===== src/rtl/dct_coeff_mult_pipe_pkg.sv =====
// Shared types for the DCT coefficient multiplier: the coefficient type, the fixed
// coefficient table, and small helpers used by the lane multiplier and the top level.
package dct_mult_pkg;

  localparam int unsigned COEFF_W = 8;
  localparam int unsigned N_COEFF = 7;

  typedef logic signed [COEFF_W-1:0] coeff_t;

  localparam coeff_t DCT_COEFF [N_COEFF] = '{
    8'sd64, 8'sd60, 8'sd56, 8'sd45, 8'sd36, 8'sd24, 8'sd12
  };

  // Indices past the table (only 7 with a 3-bit select) give a zero coefficient.
  function automatic coeff_t coeff_lookup(input logic [2:0] sel, input logic neg);
    coeff_t c;
    c = '0;
    if (32'(sel) < N_COEFF) c = DCT_COEFF[sel];
    return neg ? -c : c;
  endfunction

  // Largest positive value representable in a signed field of the given width.
  function automatic longint sat_to(input int unsigned width);
    return (longint'(1) <<< (width - 1)) - longint'(1);
  endfunction

endpackage


===== src/rtl/dct_coeff_mult_pipe_mult_lane.sv =====
// One lane of the DCT multiplier: approximation mask, signed multiply and saturation
// to the result width. Purely combinational; the top level owns all registers.
module mult_lane
  import dct_mult_pkg::*;
#(
  parameter int unsigned SIZE        = 8,
  parameter int unsigned SIZE_MULT   = SIZE + 6,
  parameter int unsigned APPROX_BITS = 0
) (
  input  logic [SIZE-1:0]      mcand_i,
  input  coeff_t               coeff_i,
  output logic [SIZE_MULT-1:0] result_o,
  output logic                 sat_o
);

  localparam int unsigned PW = SIZE + COEFF_W;
  localparam bit CLAMP = (SIZE_MULT < PW);
  localparam logic [SIZE-1:0] MASK = {SIZE{1'b1}} << APPROX_BITS;
  localparam logic signed [PW-1:0] HI = PW'(sat_to(SIZE_MULT));
  // Bitwise inverse of the positive limit is the negative limit in two's complement.
  localparam logic signed [PW-1:0] LO = ~HI;

  logic signed [SIZE-1:0] m;
  logic signed [PW-1:0]   prod;

  always_comb begin
    m    = $signed(mcand_i & MASK);
    prod = PW'(m) * PW'(coeff_i);
    if (CLAMP && (prod > HI)) begin
      result_o = SIZE_MULT'(HI);
      sat_o    = 1'b1;
    end else if (CLAMP && (prod < LO)) begin
      result_o = SIZE_MULT'(LO);
      sat_o    = 1'b1;
    end else begin
      result_o = SIZE_MULT'(prod);
      sat_o    = 1'b0;
    end
  end

endmodule


===== src/rtl/dct_coeff_mult_pipe.sv =====
// Pipelined multi-lane coefficient multiplier for the DCT datapath with valid/ready
// handshakes; every stage advances together whenever the output slot can move.
module dct_coeff_mult_pipe
  import dct_mult_pkg::*;
#(
  parameter int unsigned SIZE        = 8,
  parameter int unsigned SIZE_MULT   = SIZE + 6,
  parameter int unsigned LANES       = 1,
  parameter int unsigned PIPE_STAGES = 2,
  parameter int unsigned APPROX_BITS = 0
) (
  input  logic                         clk,
  input  logic                         rst_n,
  input  logic                         in_valid,
  output logic                         in_ready,
  input  logic [2:0]                   coeff_sel,
  input  logic                         coeff_neg,
  input  logic [LANES*SIZE-1:0]        mcand,
  output logic                         out_valid,
  input  logic                         out_ready,
  output logic [LANES*SIZE_MULT-1:0]   result,
  output logic [LANES-1:0]             sat
);

  logic                       adv;
  logic [PIPE_STAGES-1:0]     vld_q, vld_d;
  logic [LANES*SIZE-1:0]      lane_m;
  coeff_t                     lane_c;
  logic [LANES*SIZE_MULT-1:0] res_d, res_q;
  logic [LANES-1:0]           sat_d, sat_q;

  assign adv       = !out_valid || out_ready;
  assign in_ready  = adv;
  assign out_valid = vld_q[PIPE_STAGES-1];
  assign result    = res_q;
  assign sat       = sat_q;

  always_comb begin
    vld_d    = vld_q;
    vld_d[0] = in_valid;
    for (int unsigned i = 1; i < PIPE_STAGES; i++) vld_d[i] = vld_q[i-1];
  end

  always_ff @(posedge clk or negedge rst_n) begin
    if (!rst_n)   vld_q <= '0;
    else if (adv) vld_q <= vld_d;
  end

  // A single stage multiplies straight from the inputs; deeper pipes register operands first.
  if (PIPE_STAGES == 1) begin : g_merged
    assign lane_m = mcand;
    assign lane_c = coeff_lookup(coeff_sel, coeff_neg);
  end else begin : g_split
    logic [LANES*SIZE-1:0] op_m_q [PIPE_STAGES-1];
    coeff_t                op_c_q [PIPE_STAGES-1];

    always_ff @(posedge clk or negedge rst_n) begin
      if (!rst_n) begin
        for (int unsigned i = 0; i < PIPE_STAGES - 1; i++) begin
          op_m_q[i] <= '0;
          op_c_q[i] <= '0;
        end
      end else if (adv) begin
        op_m_q[0] <= mcand;
        op_c_q[0] <= coeff_lookup(coeff_sel, coeff_neg);
        for (int unsigned i = 1; i < PIPE_STAGES - 1; i++) begin
          op_m_q[i] <= op_m_q[i-1];
          op_c_q[i] <= op_c_q[i-1];
        end
      end
    end

    assign lane_m = op_m_q[PIPE_STAGES-2];
    assign lane_c = op_c_q[PIPE_STAGES-2];
  end

  for (genvar g = 0; g < LANES; g++) begin : g_lane
    mult_lane #(
      .SIZE        (SIZE),
      .SIZE_MULT   (SIZE_MULT),
      .APPROX_BITS (APPROX_BITS)
    ) u_lane (
      .mcand_i  (lane_m[g*SIZE +: SIZE]),
      .coeff_i  (lane_c),
      .result_o (res_d[g*SIZE_MULT +: SIZE_MULT]),
      .sat_o    (sat_d[g])
    );
  end

  always_ff @(posedge clk or negedge rst_n) begin
    if (!rst_n) begin
      res_q <= '0;
      sat_q <= '0;
    end else if (adv) begin
      res_q <= res_d;
      sat_q <= sat_d;
    end
  end

endmodule


===== config.mk =====
export PLATFORM = sky130hd
export DESIGN_NAME = dct_coeff_mult_pipe
export DESIGN_NICKNAME = d
export VERILOG_FILES = /design/src/rtl/dct_coeff_mult_pipe_pkg.sv /design/src/rtl/dct_coeff_mult_pipe_mult_lane.sv /design/src/rtl/dct_coeff_mult_pipe.sv
export SDC_FILE = /design/constraint.sdc
export NUM_CORES = 1
export LEC_CHECK = 0
export BUFFER_PORTS_ARGS = -buffer_cell sky130_fd_sc_hd__buf_2
export CORE_ASPECT_RATIO = 0.7
export CORE_MARGIN = 2
export CORE_UTILIZATION = 46
export DETAILED_ROUTE_END_ITERATION = 8
export PLACE_DENSITY_LB_ADDON = 0.2
export SETUP_SLACK_MARGIN = 0.4
export SKIP_CTS_REPAIR_TIMING = 1
export SLEW_MARGIN = 10
export SYNTH_ARGS = -nofsm -noshare
export SYNTH_HDL_FRONTEND = slang
export SYNTH_HIERARCHICAL = 1
export SYNTH_SLANG_ARGS = --single-unit
export TNS_END_PERCENT = 50

===== constraint.sdc =====
create_clock -name clk -period 5.5 [get_ports clk]
set_input_delay 1.375 -clock clk [delete_from_list [all_inputs] [get_ports clk]]
set_output_delay 1.375 -clock clk [all_outputs]
set_load 0.005 [all_outputs]

Yosys cells after proc, flatten, opt, wreduce, memory -nomap -nowiden

Memories as Yosys holds them, arrays and structs flattened.
Index checks and enable logic that the tools add are counted.
W data, S select, Z words.

Bits in registers: 33
Bits of input ports: 16
Output and inout bits: 17
ROM bits: 64
Memories: 1

Memory list:

| name            | depth | bits a word | read ports | clocked after memory_dff | wr ports | line                          | RTL |
|---|---|---|---|---|---|---|---|
| (no name shown) | 8     | 8           | 1          | 0                        | 0        | dct_coeff_mult_pipe_pkg.sv:18 | `if (32'(sel) < N_COEFF) c = DCT_COEFF[sel];` |

Bitwise logic cells: 1
Mux-type cells: 9
$mul: 1
Reductions and logical operators: 2
Magnitude comparators: 4
Add/sub/neg operators: 1

Operators by type and width:

| operator               | count |
|---|---|
| $mux W8                | 5 |
| $mux W14               | 2 |
| $gt A16 B14 Y1 const B | 1 |
| $lt A16 B14 Y1 const B | 1 |
| $mul A8 B8 Y16         | 1 |
| $neg A8 Y8             | 1 |
| $ge A4 B4 Y1 const B   | 1 |
| $not A3 Y4             | 1 |
| $lt A3 B3 Y1 const B   | 1 |
| $mux W1                | 2 |
| $logic_not A1 Y1       | 1 |
| $logic_or A1 B1 Y1     | 1 |

Logic depth before layout (Yosys ltp)

Gate-level depths: netlist of the first run.

Word-level depth: 8
Mapped depth: 21
Mapped depth without buffers: 19

Cells and area by module

The synthesis of the first run kept the hierarchy.

By module, submodules not included:

| module              | seq. area each (um2) | area each (um2) | times used | cells each |
|---|---|---|---|---|
| mult_lane           | 0.0                  | 2925.3          | 1          | 340 |
| dct_coeff_mult_pipe | 825.8                | 1500.2          | 1          | 167 |

Worst setup path before layout of the first run

Ideal clock, no wire load.

Path type: register to register
Start: reg g_split.op_m_q[7] in the netlist's numbering
End: reg res_q[1], in the netlist result[1]
Required time: 5435 ps
Clock period less this slack: 4946 ps
Setup slack: 554 ps
Arrival time: 4880 ps
Cell stages (with the launch flop): 21
Buffers on the path: 2
Cell sequence: dfrtp_1 -> and2_1 -> fa_1 -> inv_1 -> fa_1 -> inv_1 -> fa_1 -> inv_1 -> fa_1 -> inv_1 -> ha_1 -> buf_2 -> nand2_1 -> or3_4 -> o221ai_4 -> xor2_4 -> o21bai_2 -> buf_6 -> a21oi_2 -> nand2_1 -> nand2_1

Word-level cells in the longest chain between the ends: 4
Elaborated cells on any way between the ends: 5

Ends and longest elaborated chain:

| element                          | line                                | RTL |
|---|---|---|
| start: declaration               | dct_coeff_mult_pipe.sv:54           | `logic [LANES*SIZE-1:0] op_m_q [PIPE_STAGES-1];` |
| start signal: indexed assignment | dct_coeff_mult_pipe.sv:67           | `op_m_q[i] <= op_m_q[i-1];` |
| $mul A8 B8 Y16 *                 | dct_coeff_mult_pipe_mult_lane.sv:28 | `prod = PW'(m) * PW'(coeff_i);` |
| $lt A16 B14 Y1                   | dct_coeff_mult_pipe_mult_lane.sv:32 | `end else if (CLAMP && (prod < LO)) begin` |
| $mux W14                         | dct_coeff_mult_pipe_mult_lane.sv:32 |  |
| $mux W14 *                       | dct_coeff_mult_pipe_mult_lane.sv:29 | `if (CLAMP && (prod > HI)) begin` |
| via res_d[1]                     | dct_coeff_mult_pipe.sv:29           | `logic [LANES*SIZE_MULT-1:0] res_d, res_q;` |
| end signal: assignment           | dct_coeff_mult_pipe.sv:95           | `res_q <= res_d;` |
| end: declaration                 | dct_coeff_mult_pipe.sv:29           |  |

The timed path passes the listed nets; every way through them passes the cells marked *.
A chain may end at the register's enable or synchronous reset.

Worst setup path in the final report of the first run

Start: reg g_split.op_c_q[2] in the netlist's numbering
End: reg res_q[10], in the netlist result[10]

Word-level cells in the longest chain between the ends: 4
Elaborated cells on any way between the ends: 5

Ends and longest elaborated chain:

| element                          | line                                | RTL |
|---|---|---|
| start: declaration               | dct_coeff_mult_pipe.sv:55           | `coeff_t op_c_q [PIPE_STAGES-1];` |
| start signal: indexed assignment | dct_coeff_mult_pipe.sv:68           | `op_c_q[i] <= op_c_q[i-1];` |
| $mul A8 B8 Y16 *                 | dct_coeff_mult_pipe_mult_lane.sv:28 |  |
| $lt A16 B14 Y1                   | dct_coeff_mult_pipe_mult_lane.sv:32 |  |
| $mux W14                         | dct_coeff_mult_pipe_mult_lane.sv:32 |  |
| $mux W14 *                       | dct_coeff_mult_pipe_mult_lane.sv:29 |  |
| via res_d[10]                    | dct_coeff_mult_pipe.sv:29           |  |

Marked as above.

==> results of run 1 <==
path summary, 6_finish.rpt:
check / start / end / slack [ps]
worst max-delay path: g_split.op_c_q[2]$_DFFE_PN0P_ / result[10]$_DFFE_PN0P_ / 550
worst min-delay path: result[2]$_DFFE_PN0P_ / result[2]$_DFFE_PN0P_ / 460
worst max register to register: g_split.op_c_q[2]$_DFFE_PN0P_ / result[10]$_DFFE_PN0P_ / 550
worst min register to register: result[2]$_DFFE_PN0P_ / result[2]$_DFFE_PN0P_ / 460
max in group asynchronous: rst_n / g_split.op_c_q[4]$_DFFE_PN0P_ / 3810
min in group asynchronous: rst_n / result[9]$_DFFE_PN0P_ / 1160
Yosys cell counts (3+ instances only):
cell,instances
nand3_1,12
ha_1,34
dfrtp_1,33
nor3_1,3
a21o_1,6
inv_1,94
o21ai_0,7
o211ai_1,4
xnor2_1,12
clkbuf_1,7
nor2_1,8
a21oi_2,5
and2_1,45
a21oi_1,8
nand2_1,98
nor2b_1,9
fa_1,55
nand2b_1,8
nor4_1,3
a211oi_1,3
a31oi_1,5
buf_2,5
xor2_1,5
nor3b_1,3
flip-flops by register name, indices dropped and copies added (netlist names):
| register | count |
|---|---|
| sat | 1 |
| g_split.op_c_q | 8 |
| result | 14 |
| g_split.op_m_q | 8 |
| vld_q | 2 |
area by class of cell:
class	count	area (sq um)	area share, %
clock buffers	7	143	2.69
clock inverters	1	30.0	0.566
inverters	94	355	6.69
multi-input cells	365	3330	62.8
flip-flops and latches	33	838	15.8
well taps	124	155	2.92
repair buffers	69	455	8.58
per-layer routing:
layer	routed length, microns	global-route usage, %	up-vias
met5	0	0	-
met2	4410	28.1	78
li1	-	-	1703
met3	399	3.59	9
met1	4710	28.3	1638
met4	49	2.61	0
cell families (layout without fill, tap and decap cells):
logic type | count (synthesis) | in the layout | synth area share [%]
muxes | 2 | 2 | 0.481
xor gates and xnor gates | 18 | 18 | 3.99
adders and majority gates | 89 | 89 | 34.5
DFF | 33 | 33 | 18.7
buffers and inverters | 109 | 171 | 9.81
and+or+nand+nor | 200 | 200 | 22.5
AOI/OAI and AO/OA | 56 | 56 | 10.1
per-stage QoR:
stage | utilization (%) | worst slack, ps | area, sq um
finish | 57.6 | 554 | 5310
global route | 57.6 | 332 | 5310
CTS | 53.1 | 136 | 4890
detailed placement | 51.2 | 167 | 4720
global placement | 51.2 | 283 | 4720
floorplan | - | 554 | 4430
worst max-delay path: cells and delay by family (launching register included):
family,cells,cell delay (ps)
DFF,1,450
AOI/OAI and AO/OA,3,590
adders and majority gates,5,2470
and+or+nand+nor,5,620
buffers and inverters,6,440
xor gates and xnor gates,1,320
==> results.md, run 1 <==
- The run finished with clean final reports.
- Measured in cells, the most critical reg-to-reg path has a length of 20.
- The number of nets in the synthesized netlist is 612.
- The worst hold path depth is 2.
- Data on the critical path arrives at its endpoint at 5170 ps.
- Excluding fillers, the count of instances in the completed layout stands at 693.
- The minimum period implied by the final worst setup slack is 4950 ps.
- The total count of max-transition violations in the final report came to 0.
- The most common cell after layout, fill and taps aside is nand2_1.
- After synthesis the cells add up to 4430 sq um.
- The number of failing hold endpoints at the final stage is 0.
- Input and output buffers added on the ports amount to 32.
- The region available for standard cell placement spans 9220 sq um.
- The library cell used as clock root buffer is clkbuf_16.
- The worst setup path is of the reg -> reg kind.
- The average wire length per cell after detail routing is 13.8 microns.
- Data on the critical path is required at its endpoint by 5720 ps.
- The die is 121 microns wide.
- After layout, the worst path uses 89.9% of the clock period.
- The worst setup path is captured at a flip-flop.
- The via count of the first global-routing pass is 3,147.
- The cell with the largest stage delay on the worst path is fa_2.
- The max-capacitance violation count is 0.
- The average instance in the mapped netlist occupies 8.73 sq um.
- For this run, the detailed router's first-pass iteration total came to 5.
- The insertion delay to the later sink of the worst-skew pair is 280 ps.
- Synthesis instantiated 56 different standard cells from the library.
- The standard-cell row count is 29.
- Entering global routing, the biggest net connects 37 pins.
- For the pin with the worst max-slew slack, the measured transition is 748 ps.
- The number of vias in the routed layout is 3,428.
- The flip-flop cell with the highest count after synthesis is dfrtp_1.
- The worst min-delay path class is reg -> reg.
- The floorplan die area is 10,400 sq um.
- The last weighted congestion value of the routability-driven placer is 0.871.
- The all-layer global routing usage is 18.6%.
- The per-cell via count in the routed design is 4.95.
- The worst setup path is launched from a flip-flop.
- The number of instances in the synthesized netlist is 507.
- The number of filler cells placed in the layout is 850.
- The number of clock sinks is 33.
- The count of endpoints failing setup in the final report is 0.
- The clock skew after layout is 1.54 ps.
- The maximum clock rate is 202 MHz.
- The largest area contributor in the netlist is fa_1.
- After detailed routing, the number of remaining DRC violations is 0.
- Setup repair after global routing left no endpoint under its margin.
- The repair_antennas step left the layout with diodes totalling 0.
- Including well taps, the total number of placed cells is 656.
- The setup total negative slack is 0 ps.
- The number of antenna violations at the first check in global routing came to 0.
- In the final design database the tool counted 673 nets.
- The longest clock path from root to sink contains 2 buffers.
- TritonCTS built the clock tree.
- For this run, the register share of the synthesized area comes to 18.7%.
- The area growth from synthesis to layout is 20.0%.
- For this design the top-level I/O count stands at 33.
- Walking the worst path, the cells encountered are nand2_4 > inv_1 > fa_2 > inv_4 > fa_1 > inv_1 > fa_1 > inv_1 > fa_1 > inv_2 > ha_4 > nand2_2 > or3_4 > o221ai_4 > xor2_4 > a21boi_4 > buf_4 > a211oi_2 > nand2_1 > nand2_1.
- The DRC marker count from the first detailed-route iteration is 157.
- The floorplan die height is 86.1 microns.
- The biggest cell delay along the critical path is 620 ps.
- The starting density of the core is 48.0%.
- The number of buffers created by CTS is 5.
- The first-pass GRT wire length is 15,400 microns.
- The count of flip-flops with a built-in enable after synthesis is 0.
- The antenna violation net count after detailed routing is 0.
- After clock tree synthesis, the clock-pin slew on the worst setup and hold paths is 50 ps.
- The tightest hold path in the finished design has a slack of 456 ps.
- The total overflow left after global routing is 0.
- In the final layout, the share of cells above drive strength 1 is 23.6%.
- In the post-synthesis netlist, the biggest area contributors are fa_1, dfrtp_1, ha_1.
- After legalization and detailed placement, the total HPWL measured 7420 microns.
- The maximum level of the CTS H-tree is 2.
- The area share of the largest cell type after synthesis is 24.9%.
- Of all nets on the critical path, the largest fanout is 8.
- The synthesized design contains 33 register bits.
- The library cells used most frequently in the layout, excluding fill and tap cells, are nand2_1, inv_1, fa_1.
- The fraction of synthesis flops using an asynchronous set or reset pin is 100%.
- The yosys synthesis warning count is 6.
- For this block, the routed nets add up to 9570 microns of wire.
- Measured against its own limit, the worst slew margin works out to 50.2%.
Power of run 1 is not shown: default switching activity piles up to over one toggle a cycle in this logic, so the estimate is an artifact.
==> run 2: changes to the inputs <==
Settings changed: CORE_MARGIN 2 to 5.
==> run 2 against run 1 <==
Via count down 0.18%. Routed wire length down 0.25%. Critical endpoint is now result[8]$_DFFE_PN0P_. Flip-flop and latch count unchanged. Worst hold slack worse by 1.1 ps. Critical path depth up 1. Worst setup slack better by 14 ps. Die area up 12%. Sequential share of layout area about the same.
==> results.md, run 2 (same netlist as run 1, synthesis figures left out) <==
- The utilization after layout was 55.6% (-2.0 points).
- The minimum period implied by the final worst setup slack is 4930 ps (-14.0 ps).
- The transition time at the pin with the least slew margin is 740 ps (-7.65 ps).
- The type of destination of the critical path is a flip-flop.
- The number of vias in the routed layout was 3,422 (-0.18%).
- The total count of max-transition violations in the final report is 0 (unchanged).
- The footprint of the multi-input gates is 3360 sq um (+0.94%).
- The maximum level of the CTS H-tree is 2 (unchanged).
- The clock edge transition at the registers on the reported setup and hold paths is 50 ps (about the same).
- The CTS tree is yes.
- The worst min-delay path class is reg -> reg.
- The setup path with the least slack is of type reg -> reg.
- The largest fanout on the critical path is 6 (-2).
- The via count of the first global-routing pass is 3,330 (+5.8%).
- In the layout the commonest cells are nand2_1, inv_1, fa_1.
- The signed area change from the synthesized netlist to the final layout is 19.9% (about the same).
- The starting density of the core was 46.4% (-1.6 points).
- The last weighted congestion value of the routability-driven placer was 0.851 (-2.3%).
- The arrival time at the worst endpoint was 5150 ps (-20 ps).
- The maximum number of buffers from clock root to sink is 2 (unchanged).
- The half-perimeter wire length of the detailed placement result is 7410 microns (about the same).
- The worst setup path is launched from a flip-flop.
- Setup repair after global routing left no endpoint under its margin.
- The number of antenna violations at the first check in global routing is 0 (unchanged).
- The proportion of layout cells with a drive suffix above 1 is 23.1% (-0.45 points).
- The number of buffers created by CTS was 5 (unchanged).
- The sum of routed wire length over all layers is 9540 microns (-0.25%).
- The count of endpoints failing setup in the final report is 0 (unchanged).
- The first-pass GRT wire length is 15,800 microns (+2.9%).
- The all-layer global routing usage is 16.6% (-1.9 points).
- The antenna violation net count after detailed routing is 0 (unchanged).
- The pin count of the biggest net entering global routing is 37 (unchanged).
- The flip-flop count of the largest register, all copies and words added is 14 (unchanged).
- The standard-cell row count is 30 (+3.4%).
- The count of pins on the block boundary is 33 (unchanged).
- The smallest hold slack is 455 ps (-1.05 ps).
- The post-route fraction of the period consumed by the critical path was 89.7% (-0.25 points).
- The data required time at the worst endpoint is 5720 ps (about the same).
- The most common cell after layout, fill and taps aside is nand2_1.
- The number of clock sinks is 33 (unchanged).
- The number of filler cells placed in the layout is 893 (+5.1%).
- The detailed-route DRC error count is 0 (unchanged).
- The number of nets in the finished design came to 671 (-0.30%).
- The flow ran to the end, and the final reports show no timing, DRC or antenna violations.
- The number of antenna diodes is 0 (unchanged).
- The number of iterations in the first detailed-routing pass is 6 (+1).
- The per-cell via count in the routed design is 4.92 (-0.46%).
- The clock skew after layout is 7.42 ps (+5.88 ps).
- The maximum clock rate is 203 MHz (+0.28%).
- The tree is rooted in a clkbuf_16.
- The floorplan die height was 92.1 microns (+7.0%).
- The setup total negative slack is 0 ps (unchanged).
- The number of port buffers is 32 (unchanged).
- The placeable core area is 9530 sq um (+3.4%).
- The average wire length per cell after detail routing was 13.7 microns (-0.54%).
- The aggregate global routing overflow was 0 (unchanged).
- The overall die width is 127 microns (+4.9%).
- The area taken by flip-flops and latches is 840 sq um (+0.15%).
- The floorplan die area is 11,700 sq um (+12%).
- The DRC marker count from the first detailed-route iteration is 137 (-13%).
- The insertion delay to the later sink of the worst-skew pair was 280 ps (about the same).
- The number of failing hold endpoints at the final stage is 0 (unchanged).
- The headroom to the max-slew limit is 50.7% (+0.51 points).
- The max-capacitance violation count is 0 (unchanged).
## run 2: changes by cell type in the layout (fill, tap and decap cells not counted), sizes merged
cell	before	now
buf	67	64
bufinv	1	0
clkbuf	8	9
clkdlybuf4s15	1	0
clkinvlp	0	1
o21bai	1	2
## run 2: layer usage
| metal | GRT usage (%) | vias up | part of all wire [%] |
|---|---|---|---|
| met5 | 0 | - | 0 |
| met4 | 3.48 | 0 | 2.0 |
| met3 | 3.20 | 17 | 3.8 |
| met2 | 26.5 | 56 | 46 |
| met1 | 23.7 | 1648 | 48 |
| li1 | - | 1701 | - |
## run 2: metrics by stage
stage / setup WS (ps) / instances / cell area [sq um]
2_1_floorplan: 554 / 507 / 4430
3_3_place_gp: 151 / 660 / 4730
3_5_place_dp: 2.24 / 660 / 4730
4_1_cts: -22.5 / 668 / 4870
5_1_grt: 344 / 695 / 5310
6_report: 568 / 695 / 5310
## run 2: worst paths after layout
check / from / end / slack (ps) / cells after the start
setup / recovery: g_split.op_c_q[2]$_DFFE_PN0P_ / result[8]$_DFFE_PN0P_ / 570 / 21
hold / removal: vld_q[0]$_DFFE_PN0P_ / vld_q[1]$_DFFE_PN0P_ / 460 / 1
setup reg to reg: g_split.op_c_q[2]$_DFFE_PN0P_ / result[8]$_DFFE_PN0P_ / 570 / 21
hold reg to reg: vld_q[0]$_DFFE_PN0P_ / vld_q[1]$_DFFE_PN0P_ / 460 / 1
max in group asynchronous: rst_n / g_split.op_c_q[2]$_DFFE_PN0P_ / 3810 / 1
min in group asynchronous: rst_n / sat$_DFFE_PN0P_ / 1150 / 1
## run 2: cell type report
| type | count | share of cell area (%) |
|---|---|---|
| multi-input combinational | 366 | 63.4 |
| sequential | 33 | 15.8 |
| timing repair buffer | 66 | 8.42 |
| inverter | 94 | 6.70 |
| tap | 128 | 3.02 |
| clock buffer | 7 | 2.50 |
| clock inverter | 1 | 0.142 |
## run 2: worst max-delay path: stages (launching register included)
cell and delay [ps]:
dfrtp_2 440, buf_4 160, and2_1 160, fa_1 490, inv_1 60, fa_1 480, inv_1 50, fa_1 520
inv_1 50, fa_1 530, inv_1 40, ha_2 360, o21ai_0 150, o21ai_1 290, a211oi_2 140, xnor2_2 150
buf_4 170, a21boi_4 140, buf_4 150, a211oi_2 190, nand2_1 80, nand2_1 70
Power of run 2 is left out for the same reason.
